[config.mk]
export PLATFORM = sky130hd
export DESIGN_NAME = panel_input_ctrl
export DESIGN_NICKNAME = d
export VERILOG_FILES = /design/src/rtl/panel_pkg.sv /design/src/rtl/panel_tick_div.sv /design/src/rtl/panel_input_ctrl.sv
export SDC_FILE = /design/constraint.sdc
export NUM_CORES = 1
export LEC_CHECK = 0
export ABC_CLOCK_PERIOD_IN_PS = 2350
export BUFFER_PORTS_ARGS = -buffer_cell sky130_fd_sc_hd__buf_2
export CORE_UTILIZATION = 51
export CTS_CLUSTER_DIAMETER = 30
export CTS_CLUSTER_SIZE = 8
export DETAILED_ROUTE_END_ITERATION = 8
export PLACE_DENSITY = 0.69
export SLEW_MARGIN = 5
export SYNTH_ARGS = -nofsm -noshare
export SYNTH_HDL_FRONTEND = slang
export SYNTH_SLANG_ARGS = --single-unit
[constraint.sdc]
create_clock -name clk -period 2.35 [get_ports clk]
set_input_delay 0.235 -clock clk [delete_from_list [all_inputs] [get_ports clk]]
set_output_delay 0.235 -clock clk [all_outputs]
set_load 0.01 [all_outputs]
[src/rtl/panel_pkg.sv]
// Shared definitions for the front-panel input controller: run-control FSM
// encoding, switch bit positions and cpu_tick speed codes.
package panel_pkg;

    typedef enum logic [1:0] {
        S_RESET = 2'd0,
        S_HALT  = 2'd1,
        S_RUN   = 2'd2,
        S_STEP  = 2'd3
    } panel_state_t;

    // Switch bit positions
    localparam int SW_RST_REQ = 15;
    localparam int SW_RUN     = 14;
    localparam int SW_SPD_HI  = 13;
    localparam int SW_SPD_LO  = 12;
    localparam int SW_STEP    = 11;
    localparam int SW_OP_HI   = 10;
    localparam int SW_OP_LO   = 8;
    localparam int SW_ADDR_HI = 7;
    localparam int SW_ADDR_LO = 0;

    // cpu_tick speed codes
    localparam logic [1:0] SPD_FAST = 2'b00;
    localparam logic [1:0] SPD_MID  = 2'b01;
    localparam logic [1:0] SPD_SLOW = 2'b10;
    localparam logic [1:0] SPD_MAX  = 2'b11;

    // Counter width able to hold 0..n-1 (at least one bit).
    function automatic int cnt_width(input int n);
        return (n > 1) ? $clog2(n) : 1;
    endfunction

endpackage

[src/rtl/panel_tick_div.sv]
// cpu_tick rate divider. Counts 0..N-1 while enabled, N selected by speed;
// tick is high in the cycle the count reaches N-1 (every cycle for SPD_MAX).
// Disable or a speed change restarts the count so the first tick comes N
// cycles after (re)start.
module panel_tick_div
    import panel_pkg::*;
#(
    parameter int DIV_SLOW = 50000000,
    parameter int DIV_MID  = 1000000,
    parameter int DIV_FAST = 1000
) (
    input  logic       clk,
    input  logic       rst,
    input  logic       en,
    input  logic [1:0] speed,
    output logic       tick
);

    localparam int DIV_MAX_A = (DIV_SLOW > DIV_MID) ? DIV_SLOW : DIV_MID;
    localparam int DIV_MAX   = (DIV_MAX_A > DIV_FAST) ? DIV_MAX_A : DIV_FAST;
    localparam int DIV_W     = cnt_width(DIV_MAX);

    logic [DIV_W-1:0] cnt;
    logic [DIV_W-1:0] term;
    logic [1:0]       speed_q;
    logic             speed_chg;

    // Terminal count for the selected speed
    always_comb begin
        term = '0;
        case (speed)
            SPD_FAST: term = DIV_W'(DIV_FAST - 1);
            SPD_MID:  term = DIV_W'(DIV_MID - 1);
            SPD_SLOW: term = DIV_W'(DIV_SLOW - 1);
            default:  term = '0;
        endcase
    end

    assign speed_chg = (speed != speed_q);
    assign tick      = en && ((speed == SPD_MAX) || (!speed_chg && (cnt == term)));

    // Period counter; cleared when idle, on terminal count or on speed change
    always_ff @(posedge clk) begin
        if (rst) begin
            cnt     <= '0;
            speed_q <= SPD_FAST;
        end else begin
            speed_q <= speed;
            if (!en || speed_chg || (cnt == term)) begin
                cnt <= '0;
            end else begin
                cnt <= cnt + 1'b1;
            end
        end
    end

endmodule

[src/rtl/panel_input_ctrl.sv]
// Front-panel input controller: synchronises and debounces sw[15:0] and
// derives CPU run control (cpu_tick, go, cpu_rst) and LED view selection
// (display_op, ram_display_addr).
// Optional feature macro: AUTO_SCAN_EN -- with sw address field 8'hFF the
// displayed RAM address steps through 0..1023 every SCAN_PERIOD cycles.
//
// state   | meaning
// --------+---------------------------------------------------------------
// S_RESET | cpu_rst high; leaves after RST_HOLD cycles without reset request
// S_HALT  | CPU stopped, waiting for run or a single-step request
// S_RUN   | go high, cpu_tick at the divider rate
// S_STEP  | one cycle with go and cpu_tick high, then back to S_HALT
module panel_input_ctrl
    import panel_pkg::*;
#(
    parameter int DB_PERIOD   = 100000,
    parameter int DIV_SLOW    = 50000000,
    parameter int DIV_MID     = 1000000,
    parameter int DIV_FAST    = 1000,
    parameter int RST_HOLD    = 16
`ifdef AUTO_SCAN_EN
    ,
    parameter int SCAN_PERIOD = 50000000
`endif
) (
    input  logic        clk,
    input  logic        rst,
    input  logic [15:0] sw,
    output logic        cpu_tick,
    output logic        go,
    output logic        cpu_rst,
    output logic [2:0]  display_op,
    output logic [9:0]  ram_display_addr
);

    localparam int DB_W   = cnt_width(DB_PERIOD);
    localparam int HOLD_W = cnt_width(RST_HOLD);

    logic [15:0]       sw_meta;
    logic [15:0]       sw_sync;
    logic [15:0]       sw_samp;
    logic [15:0]       sw_db;
    logic [15:0]       sw_agree;
    logic [DB_W-1:0]   db_cnt;
    logic              step_prev;
    logic              step_req;
    panel_state_t      state;
    logic [HOLD_W-1:0] hold_cnt;
    logic              div_tick;
    logic              run_en;

    // Two-flop synchroniser for the asynchronous switch inputs
    always_ff @(posedge clk) begin
        if (rst) begin
            sw_meta <= '0;
            sw_sync <= '0;
        end else begin
            sw_meta <= sw;
            sw_sync <= sw_meta;
        end
    end

    assign sw_agree = ~(sw_sync ^ sw_samp);

    // Shared sample tick; a bit is accepted when two consecutive samples agree
    always_ff @(posedge clk) begin
        if (rst) begin
            db_cnt  <= '0;
            sw_samp <= '0;
            sw_db   <= '0;
        end else if (db_cnt == DB_W'(DB_PERIOD - 1)) begin
            db_cnt  <= '0;
            sw_samp <= sw_sync;
            sw_db   <= (sw_sync & sw_agree) | (sw_db & ~sw_agree);
        end else begin
            db_cnt  <= db_cnt + 1'b1;
        end
    end

    // Rising-edge detect on the debounced step switch
    always_ff @(posedge clk) begin
        if (rst) begin
            step_prev <= 1'b0;
        end else begin
            step_prev <= sw_db[SW_STEP];
        end
    end

    assign step_req = sw_db[SW_STEP] & ~step_prev;
    assign run_en   = (state == S_RUN);

    panel_tick_div #(
        .DIV_SLOW (DIV_SLOW),
        .DIV_MID  (DIV_MID),
        .DIV_FAST (DIV_FAST)
    ) u_tick_div (
        .clk   (clk),
        .rst   (rst),
        .en    (run_en),
        .speed (sw_db[SW_SPD_HI:SW_SPD_LO]),
        .tick  (div_tick)
    );

    // Run-control FSM with registered go / cpu_rst / cpu_tick
    always_ff @(posedge clk) begin
        if (rst || sw_db[SW_RST_REQ]) begin
            state    <= S_RESET;
            hold_cnt <= '0;
            go       <= 1'b0;
            cpu_rst  <= 1'b1;
            cpu_tick <= 1'b0;
        end else begin
            case (state)
                S_RESET: begin
                    go       <= 1'b0;
                    cpu_tick <= 1'b0;
                    if (hold_cnt == HOLD_W'(RST_HOLD - 1)) begin
                        state    <= S_HALT;
                        hold_cnt <= '0;
                        cpu_rst  <= 1'b0;
                    end else begin
                        hold_cnt <= hold_cnt + 1'b1;
                        cpu_rst  <= 1'b1;
                    end
                end
                S_HALT: begin
                    cpu_rst <= 1'b0;
                    if (sw_db[SW_RUN]) begin
                        state    <= S_RUN;
                        go       <= 1'b1;
                        cpu_tick <= 1'b0;
                    end else if (step_req) begin
                        state    <= S_STEP;
                        go       <= 1'b1;
                        cpu_tick <= 1'b1;
                    end else begin
                        go       <= 1'b0;
                        cpu_tick <= 1'b0;
                    end
                end
                S_RUN: begin
                    cpu_rst <= 1'b0;
                    if (!sw_db[SW_RUN]) begin
                        state    <= S_HALT;
                        go       <= 1'b0;
                        cpu_tick <= 1'b0;
                    end else begin
                        go       <= 1'b1;
                        cpu_tick <= div_tick;
                    end
                end
                S_STEP: begin
                    state    <= S_HALT;
                    go       <= 1'b0;
                    cpu_rst  <= 1'b0;
                    cpu_tick <= 1'b0;
                end
                default: begin
                    state    <= S_RESET;
                    hold_cnt <= '0;
                    go       <= 1'b0;
                    cpu_rst  <= 1'b1;
                    cpu_tick <= 1'b0;
                end
            endcase
        end
    end

    // LED view select
    always_ff @(posedge clk) begin
        if (rst) begin
            display_op <= '0;
        end else begin
            display_op <= sw_db[SW_OP_HI:SW_OP_LO];
        end
    end

`ifdef AUTO_SCAN_EN
    localparam int SCAN_W = cnt_width(SCAN_PERIOD);

    logic [SCAN_W-1:0] scan_cnt;
    logic              scan_active;

    // Displayed address: auto-scan when the address field is all ones
    always_ff @(posedge clk) begin
        if (rst) begin
            ram_display_addr <= '0;
            scan_cnt         <= '0;
            scan_active      <= 1'b0;
        end else if (sw_db[SW_ADDR_HI:SW_ADDR_LO] == 8'hFF) begin
            scan_active <= 1'b1;
            if (!scan_active) begin
                ram_display_addr <= '0;
                scan_cnt         <= '0;
            end else if (scan_cnt == SCAN_W'(SCAN_PERIOD - 1)) begin
                ram_display_addr <= ram_display_addr + 1'b1;
                scan_cnt         <= '0;
            end else begin
                scan_cnt <= scan_cnt + 1'b1;
            end
        end else begin
            scan_active      <= 1'b0;
            scan_cnt         <= '0;
            ram_display_addr <= {2'b00, sw_db[SW_ADDR_HI:SW_ADDR_LO]};
        end
    end
`else
    // Displayed address follows the debounced address switches
    always_ff @(posedge clk) begin
        if (rst) begin
            ram_display_addr <= '0;
        end else begin
            ram_display_addr <= {2'b00, sw_db[SW_ADDR_HI:SW_ADDR_LO]};
        end
    end
`endif

endmodule

Word-level counts from Yosys, hierarchy flattened
Cells that the tools add are included.
Word-level totals
  register bits: 132
  input port bits: 18
  output and inout port bits: 16
  word-level logic and storage cells: 71
Cells by class
  $add $sub $neg: 3
  equal/unequal tests: 13
  muxes and demuxes: 16
  bitwise logic cells: 8
  reductions and logical operators: 15
Operators with widths (count)
  $pmux 26 s3: 1
  $and 16x16->16: 2
  $not 16->16: 2
  $add 26x1->26 const B: 1
  $eq 26x26->1: 1
  $add 17x1->17 const B: 1
  $eq 17x17->1 const B: 1
  $or 16x16->16: 1
  $xor 16x16->16: 1
  $eq 2x2->1 const B: 4
  $mux 2: 4
  $pmux 2 s4: 1
  $mux 1: 6
  $pmux 1 s3: 2
  $reduce_or 2->1: 3
  $add 4x1->4 const B: 1
  $eq 2x1->1 const B: 2
  $eq 4x4->1 const B: 1
  $logic_not 2->1: 2
  $logic_or 1x1->1: 4
  $mux 4: 1
  $ne 2x2->1 const B: 2
  $ne 3x3->1 const B: 1
  $reduce_and 3->1: 1
  other kinds (7): 9

Longest topological paths before layout
Gate-level depths: netlist (run 1).
  depth in word-level cells: 8
  gate-level depth with buffers: 8
  gate-level depth less buffers: 7

Modules after synthesis
Synthesis (run 1) repeated with hierarchy kept, for this count alone.
Second synthesis, totals
  cells, all modules: 549
  area total of the unflattened synthesis: 5068.6 um^2
By module, submodules not included
  panel_input_ctrl: instances 1, cells an instance 385, area an instance 3616.0 um^2, seq. area each 2042.0 um^2
  panel_tick_div: instances 1, cells an instance 164, area an instance 1452.6 um^2, seq. area each 560.5 um^2

Least setup slack after synthesis (run 1)
Ideal clock, no wire load.
  path kind: reg-to-reg
  start point: register (tool-made name)
  end point: register u_tick_div.cnt[17]
  library setup time: 0.117 ns
  data arrival time: 1.993 ns
  data required time: 2.233 ns
  slack: 0.239 ns
  cell stages (with the launch flop): 8
  buffers on the path: 1
  period minus slack after synthesis: 2.111 ns
  path through: dfxtp_1 -> ha_1 -> or4b_2 -> o21ai_0 -> nand4_1 -> o21ai_2 -> buf_2 -> nor2_1
RTL lines
  end signal, assigned: line panel_tick_div.sv:52  | cnt <= cnt + 1'b1;
  end, declared: line panel_tick_div.sv:23  | logic [DIV_W-1:0] cnt;

==> results.tsv, run 1 <==
stage	metric	value	unit
setup_path	Crit. path cell count	6	
sta	fin crit period	2.19	ns
setup_path	slowest stage delay, CP	0.62	ns
synthesis	Syn Std Cell Area	5020	sq um
placed_design	Final Wtd Congestion	0.859	
clock_network	CTS Buf Count	17	
sta	Slew HR	62.2	%
global_routing	first-pass GRT wire length	16.3	mm
layout	layout cells sized above 1	13.0	%
synthesis	Post-synth top cells	dfxtp_1, nor2_1, nand2_1	
floorplan	Rows	35	
layout	Sequential cell area	2610	sq um
synthesis	Synth warnings	0	
setup_path	Worst setup SP type	flip-flop	
power	P per Cell Area	842	nW/um^2
power	Switching Share	20.6	%
sta	fin. max-slew vios	0	
run_status	outcome	finished, final reports clean	
synthesis	top post-synthesis cells by area	dfxtp_1, xor2_1, nor2b_1	
setup_path	CP Launch Point	db_cnt[9]	
floorplan	die width	101	um
setup_path	worst reg-to-reg path cell count	6	
setup_path	reg-to-reg slack, setup	0.16	ns
clock_network	worst skew pair latency	0.53	ns
synthesis	most numerous cell in the Yosys netlist	dfxtp_1	
synthesis	Syn Inst Count	554	
power	P_sw	1.06	mW
power	Comb power frac	2.2	%
synthesis	Post-synth EDFFs	0	
setup_path	crit path buf inv count	1	
routing	DRC	0	
synthesis	Unique masters post-synth	40	
sta	Tightest Pin Transition	0.562	ns
setup_path	Required @ worst endpoint	2.75	ns
floorplan	Starting Density	53.6	%
synthesis	sequential fraction of the synthesis area	51.8	%
synthesis	Top FF cell, synth	dfxtp_1	
clock_network	CTS root buffer	clkbuf_8	
global_routing	initial antenna violation count	0	
setup_path	reg2reg start	db_cnt[9]	
sta	clk_skew	0.00901	ns
clock_network	CTS Sinks	130	
setup_path	CP top delay family	simple AND/OR/NAND/NOR gates	
layout	antenna cells	0	
synthesis	Seq cells post-synth	130	
floorplan	die height	101	um
synthesis	largest area contributor in the netlist	dfxtp_1	
layout	fillcell total	758	
sta	setup_tns	0	ns
worst_hold_path	HP Class	primary input to flip-flop	
synthesis	Mapped Avg Cell Area	9.07	sq um
setup_path	WP data arrival	2.59	ns
sta	final setup fails	0	
global_routing	global-route congestion overflow total	0	
placed_design	Detail Placement HPWL	5.92	mm
floorplan	Core Area	9370	sq um
synthesis	Async SR Flop Fraction	0	%
placed_design	number of port buffers	31	
routing	Via Count	3851	
sta	Hold Violations, Final	0	
floorplan	io pins	34	
clock_network	Longest Clk Path Bufs	2	
setup_path	CP max-delay cell	or4_1	
synthesis	share of the synthesized area in the top cell type	51.8	%
clock_network	CTS clock-pin slew for the worst setup and hold paths	0.06	ns
layout	Area Growth Syn to Fin	21.1	%
power	Leak	2.25	nW
clock_network	H-tree depth	4	
sta	Fmax	458	MHz
setup_path	crit-path cells	nand2_1 -> or4_4 -> or4_1 -> buf_12 -> o21ai_0 -> o22ai_1	
routing	antenna-violating nets left	0	
floorplan	area of the die	10200	sq um
run	maxcap violations	0	
layout	area of the multi-input gates	2260	sq um
layout	Layout Nets	628	
layout	fin util	64.9	%
power	internal power	4.07	mW
setup_path	Critical Path Sink Type	flip-flop	
routing	WL final	9.30	mm
global_routing	largest net degree at the start of global routing	41	
routing	WL/cell	12.5	um
power	Sequential Power Share	44.0	%
clock_network	TritonCTS clock tree	yes	
setup_path	crit-path max FO	29	
routing	Vias/cell	5.18	
global_routing	total global-route track usage	20.6	%
routing	TritonRoute pass-1 iters	4	
setup_path	WS Path Type	flip-flop to flip-flop	
power	Worst VDD drop	0.638	mV
power	clock power share	53.8	%
global_routing	vias in the first global route	3762	
sta	unrepaired setup endpoints after global routing	false	
routing	initial DRC count	144	
sta	Final Cycle Share	93.0	%
how the worst min path moves through the flow:
stage | startpoint | endpoint | cells past startpoint
after floorplan | sw[0] | sw_meta[0] | 1
after global placement | sw_meta[15] | sw_sync[15] | 1
after detailed placement | sw_meta[10] | sw_sync[10] | 1
after CTS | rst | db_cnt[2] | 2
after global routing | rst | db_cnt[2] | 2
final | rst | sw_sync[15] | 2
area by class of cell:
class                           count  share of cell area (%)
Timing Repair Buffer               55                    6.58
Multi-Input combinational cell    389                    37.1
Clock inverter                     14                    3.31
Tap cell                          129                    2.65
Inverter                            8                   0.494
Clock buffer                       18                    7.04
Sequential cell                   130                    42.8
what timing repair did:
item	CTS	global route
hold buffers	16	0
endpoints found under the hold margin	16	0
buffers inserted	0	0
setup endpoints to repair	0	42
resized for setup	0	3
layout by cell type, fill, tap and decap left out, types with 2 or more instances in the layout:
cell and count:
nor4b_1 2, or3_1 5, clkinv_4 3, dfxtp_2 2
buf_2 31, o22ai_1 16, buf_4 6, o21ai_1 14
o21bai_1 2, bufinv_16 4, nand3_1 18, dlygate4sd3_1 16
o21ai_0 5, xor2_1 32, dfxtp_1 128, nand2_1 57
or4_1 4, xnor2_1 14, clkinv_2 2, inv_1 8
nor4_1 4, conb_1 2, nor2b_1 44, a21oi_1 39
clkbuf_16 16, nand4_1 18, and3_1 5, clkbuf_8 2
nor3_1 2, inv_6 3, nor2_1 67, buf_12 2
ha_1 9, nand2b_1 17
metrics by stage:
step                      cell area [sq um]  instances  hold WS (ns)  power, mW  setup WS [ns]
after CTS                              6070        743         0.116       5.18         0.0737
final                                  6080        743         0.134       5.12          0.165
after global placement                 5290        695         0.417       2.39          0.152
after global routing                   6080        743         0.159       5.30         0.0382
after detailed placement               5290        695         0.424       2.40         0.0951
after floorplan                        5030        555         0.363       2.37          0.239
per-layer routing:
| layer | global-route usage, % | up-vias | routed length, um |
|---|---|---|---|
| met5 | 0 | - | 0 |
| met4 | 10.5 | 0 | 126 |
| met3 | 5.59 | 12 | 353 |
| met2 | 34.8 | 72 | 4710 |
| met1 | 24.0 | 1818 | 4110 |
| li1 | - | 1949 | - |
kinds of logic after synthesis:
| kind of cell | count (synthesis) | synth area share, % |
|---|---|---|
| AO/OA/AOI/OAI | 81 | 8.92 |
| XOR/XNOR | 46 | 8.02 |
| adder cells (fa/ha/maj) | 9 | 2.24 |
| buffers and inverters | 36 | 3.61 |
| flip-flops | 130 | 51.8 |
| multiplexers | 1 | 0.224 |
| other | 1 | 0.0747 |
| AND/OR/NAND/NOR | 250 | 25.1 |
power groups by stage:
stage               registers (mW)  clock network, mW  logic (mW)
floorplan                     2.30                  0      0.0747
global placement              2.30                  0      0.0894
detailed placement            2.30                  0      0.0922
CTS                           2.25               2.81       0.113
global route                  2.26               2.92       0.129
finish                        2.26               2.75       0.113
(Power assumes the default switching activity.)
==> run 2: changes to the inputs <==
--- a/config.mk
+++ b/config.mk
@@ -5,13 +5,12 @@
 export SDC_FILE = /design/constraint.sdc
 export NUM_CORES = 1
 export LEC_CHECK = 0
-export ABC_CLOCK_PERIOD_IN_PS = 2350
+export ABC_CLOCK_PERIOD_IN_PS = 2100
 export BUFFER_PORTS_ARGS = -buffer_cell sky130_fd_sc_hd__buf_2
-export CORE_UTILIZATION = 51
+export CORE_UTILIZATION = 30
 export CTS_CLUSTER_DIAMETER = 30
 export CTS_CLUSTER_SIZE = 8
 export DETAILED_ROUTE_END_ITERATION = 8
-export PLACE_DENSITY = 0.69
 export SLEW_MARGIN = 5
 export SYNTH_ARGS = -nofsm -noshare
 export SYNTH_HDL_FRONTEND = slang
==> constraint.sdc (replaced) <==
create_clock -name clk -period 2.1 [get_ports clk]
set_input_delay 0.21 -clock clk [delete_from_list [all_inputs] [get_ports clk]]
set_output_delay 0.21 -clock clk [all_outputs]
set_load 0.01 [all_outputs]
==> run 2 against run 1 <==
  * Core utilization down 26 points
  * Die area up 68%
  * Setup slack worse by 0.050 ns
  * Sequential cell count unchanged
  * Clock skew up 0.012 ns
  * Routed wire length up 3.1%
==> results.tsv, run 2 (synthesized netlist as in run 1, its figures left out) <==
stage	metric	value	unit	change
setup_path	WP data arrival	2.27	ns	was 2.59 ns
sta	Final Cycle Share	94.6	%	was 93.0%
layout	layout cells sized above 1	15.7	%	was 13.0%
clock_network	CTS Buf Count	17		unchanged
floorplan	Starting Density	31.2	%	was 53.6%
floorplan	area of the die	17300	sq um	was 10200 sq um
clock_network	CTS Sinks	130		unchanged
power	Leak	2.33	nW	was 2.25 nW
clock_network	worst skew pair latency	0.42	ns	was 0.53 ns
sta	fin crit period	1.99	ns	was 2.19 ns
floorplan	die height	131	um	was 101 um
setup_path	reg-to-reg slack, setup	0.11	ns	was 0.16 ns
routing	Via Count	3865		was 3851
routing	antenna-violating nets left	0		unchanged
layout	antenna cells	0		unchanged
placed_design	number of port buffers	31		unchanged
routing	initial DRC count	153		was 144
setup_path	CP top delay family	simple AND/OR/NAND/NOR gates		unchanged
clock_network	CTS clock-pin slew for the worst setup and hold paths	0.06	ns	about the same
setup_path	CP max-delay cell	or4_4		was or4_1
routing	TritonRoute pass-1 iters	5		was 4
routing	Vias/cell	4.57		was 5.18
sta	Fmax	504	MHz	was 458 MHz
routing	WL final	9.60	mm	was 9.30 mm
worst_hold_path	Hold Path Stages	2		unchanged
setup_path	worst reg-to-reg path cell count	6		unchanged
power	Final Power	5.79	mW	was 5.12 mW
layout	most frequent cells in the layout	dfxtp_1, nor2_1, nand2_1, nor2b_1, a21oi_1		unchanged
clock_network	H-tree depth	4		unchanged
global_routing	vias in the first global route	3767		was 3762
global_routing	first-pass GRT wire length	17.1	mm	was 16.3 mm
placed_design	Final Wtd Congestion	0.847		was 0.859
global_routing	global-route congestion overflow total	0		unchanged
global_routing	total global-route track usage	12.2	%	was 20.6%
global_routing	largest net degree at the start of global routing	72		was 41
routing	DRC	0		unchanged
run	maxcap violations	0		unchanged
floorplan	die width	131	um	was 101 um
placed_design	DP Cell Count	801		was 695
setup_path	WS Path Type	flip-flop to flip-flop		unchanged
setup_path	reg2reg start	db_cnt[9]		unchanged
worst_hold_path	Worst Hold Path EP	sw_meta[14]		was sw_sync[15]
setup_path	slowest stage delay, CP	0.53	ns	was 0.62 ns
layout	fin util	39.3	%	was 64.9%
setup_path	Critical Path Sink Type	flip-flop		unchanged
placed_design	Detail Placement HPWL	6.36	mm	was 5.92 mm
sta	unrepaired setup endpoints after global routing	false		unchanged
setup_path	Required @ worst endpoint	2.38	ns	was 2.75 ns
clock_network	Longest Clk Path Bufs	2		unchanged
layout	Layout Nets	643		was 628
layout	Area Growth Syn to Fin	26.0	%	was 21.1%
layout	commonest non-fill, non-tap cell in the layout	dfxtp_1		unchanged
floorplan	io pins	34		unchanged
setup_path	Worst setup SP type	flip-flop		unchanged
sta	setup_tns	0	ns	unchanged
power	Worst VDD drop	0.772	mV	was 0.638 mV
setup_path	crit-path max FO	26		was 29
floorplan	Rows	46		was 35
run_status	outcome	finished, final reports clean		unchanged
sta	clk_skew	0.0209	ns	was 0.00901 ns
clock_network	CTS root buffer	clkbuf_16		was clkbuf_8
sta	final setup fails	0		unchanged
setup_path	critical path's most frequent cell	or4_4		
worst_hold_path	HP Class	primary input to flip-flop		unchanged
sta	Tightest Pin Transition	0.525	ns	was 0.562 ns
sta	Slew HR	64.6	%	was 62.2%
global_routing	initial antenna violation count	0		unchanged
sta	Hold Violations, Final	0		unchanged
sta	fin. max-slew vios	0		unchanged
floorplan	Core Area	16100	sq um	was 9370 sq um
worst_hold_path	worst hold path startpoint	sw[14]		was rst
setup_path	crit path buf inv count	1		unchanged
clock_network	Post-CTS Setup Inserts	0		unchanged
power	P per Cell Area	915	nW/um^2	was 842 nW/um^2
routing	WL/cell	11.4	um	was 12.5 um
clock_network	TritonCTS clock tree	yes		unchanged
setup_path	crit-path cells	nand2_1 -> or4_4 -> or4_4 -> buf_12 -> o21ai_0 -> o22ai_1		was nand2_1 -> or4_4 -> or4_1 -> buf_12 -> o21ai_0 -> o22ai_1
layout	Layout Cells excl Fill	845		was 743
## run 2: cell types whose count changed in the layout (fill, tap and decap cells not counted), sizes merged
cell,previous run,this run
buf,39,58
clkbuf,18,19
inv,12,13
dlygate4sd3,16,12
clkinvlp,1,2
clkinv,5,2
## run 2: how the worst max path moves through the flow
stage	startpoint	to	slack, ns	cells after the start
3_3_place_gp	db_cnt[9]	flip-flop	0.04	6
3_5_place_dp	db_cnt[9]	flip-flop	-0.008	6
6_report	db_cnt[9]	flip-flop	0.11	6
4_1_cts	flip-flop	u_tick_div.cnt[10]	0.05	7
2_1_floorplan	flip-flop	u_tick_div.cnt[17]	0.009	8
5_1_grt	flip-flop	u_tick_div.cnt[16]	0.01	7
## run 2: timing repair
| action | in CTS | in global routing |
|---|---|---|
| setup endpoints to repair | 2 | 29 |
| hold endpoints to repair | 12 | 0 |
| hold buffers | 12 | 0 |
| pin swaps | 0 | 2 |
| gates resized for setup | 2 | 3 |
## run 2: through the flow
stage                     hold slack, ns  instance area (sq um)  setup slack [ns]
after floorplan                    0.338                   5030           0.00941
after global placement             0.417                   5560            0.0445
after detailed placement           0.422                   5560          -0.00759
after CTS                         0.0140                   6320            0.0457
after global routing              0.0227                   6330            0.0127
final                             0.0212                   6330             0.114
## run 2: final cells by class
type	count	area (sq um)
clock buffers	19	433
clock inverters	13	199
fillers	1604	9790
inverters	8	30.0
multi-input cells	389	2260
flip-flops and latches	130	2610
well taps	216	270
repair buffers	70	528
## run 2: routing by layer
metal / share of wire, % / vias up / track usage (%) / wire (um)
met2: 45 / 77 / 19.0 / 4360
met4: 1.1 / 0 / 5.75 / 105
li1: - / 1976 / - / -
met3: 4.3 / 8 / 4.32 / 411
met5: 0 / - / 0 / 0
met1: 49 / 1804 / 14.9 / 4720
## run 2: report_power, final
group / switching [mW] / total, mW / internal, mW
clock: 1.13 / 3.15 / 2.01
combinational: 0.0582 / 0.122 / 0.0636
sequential: 0.0192 / 2.52 / 2.51
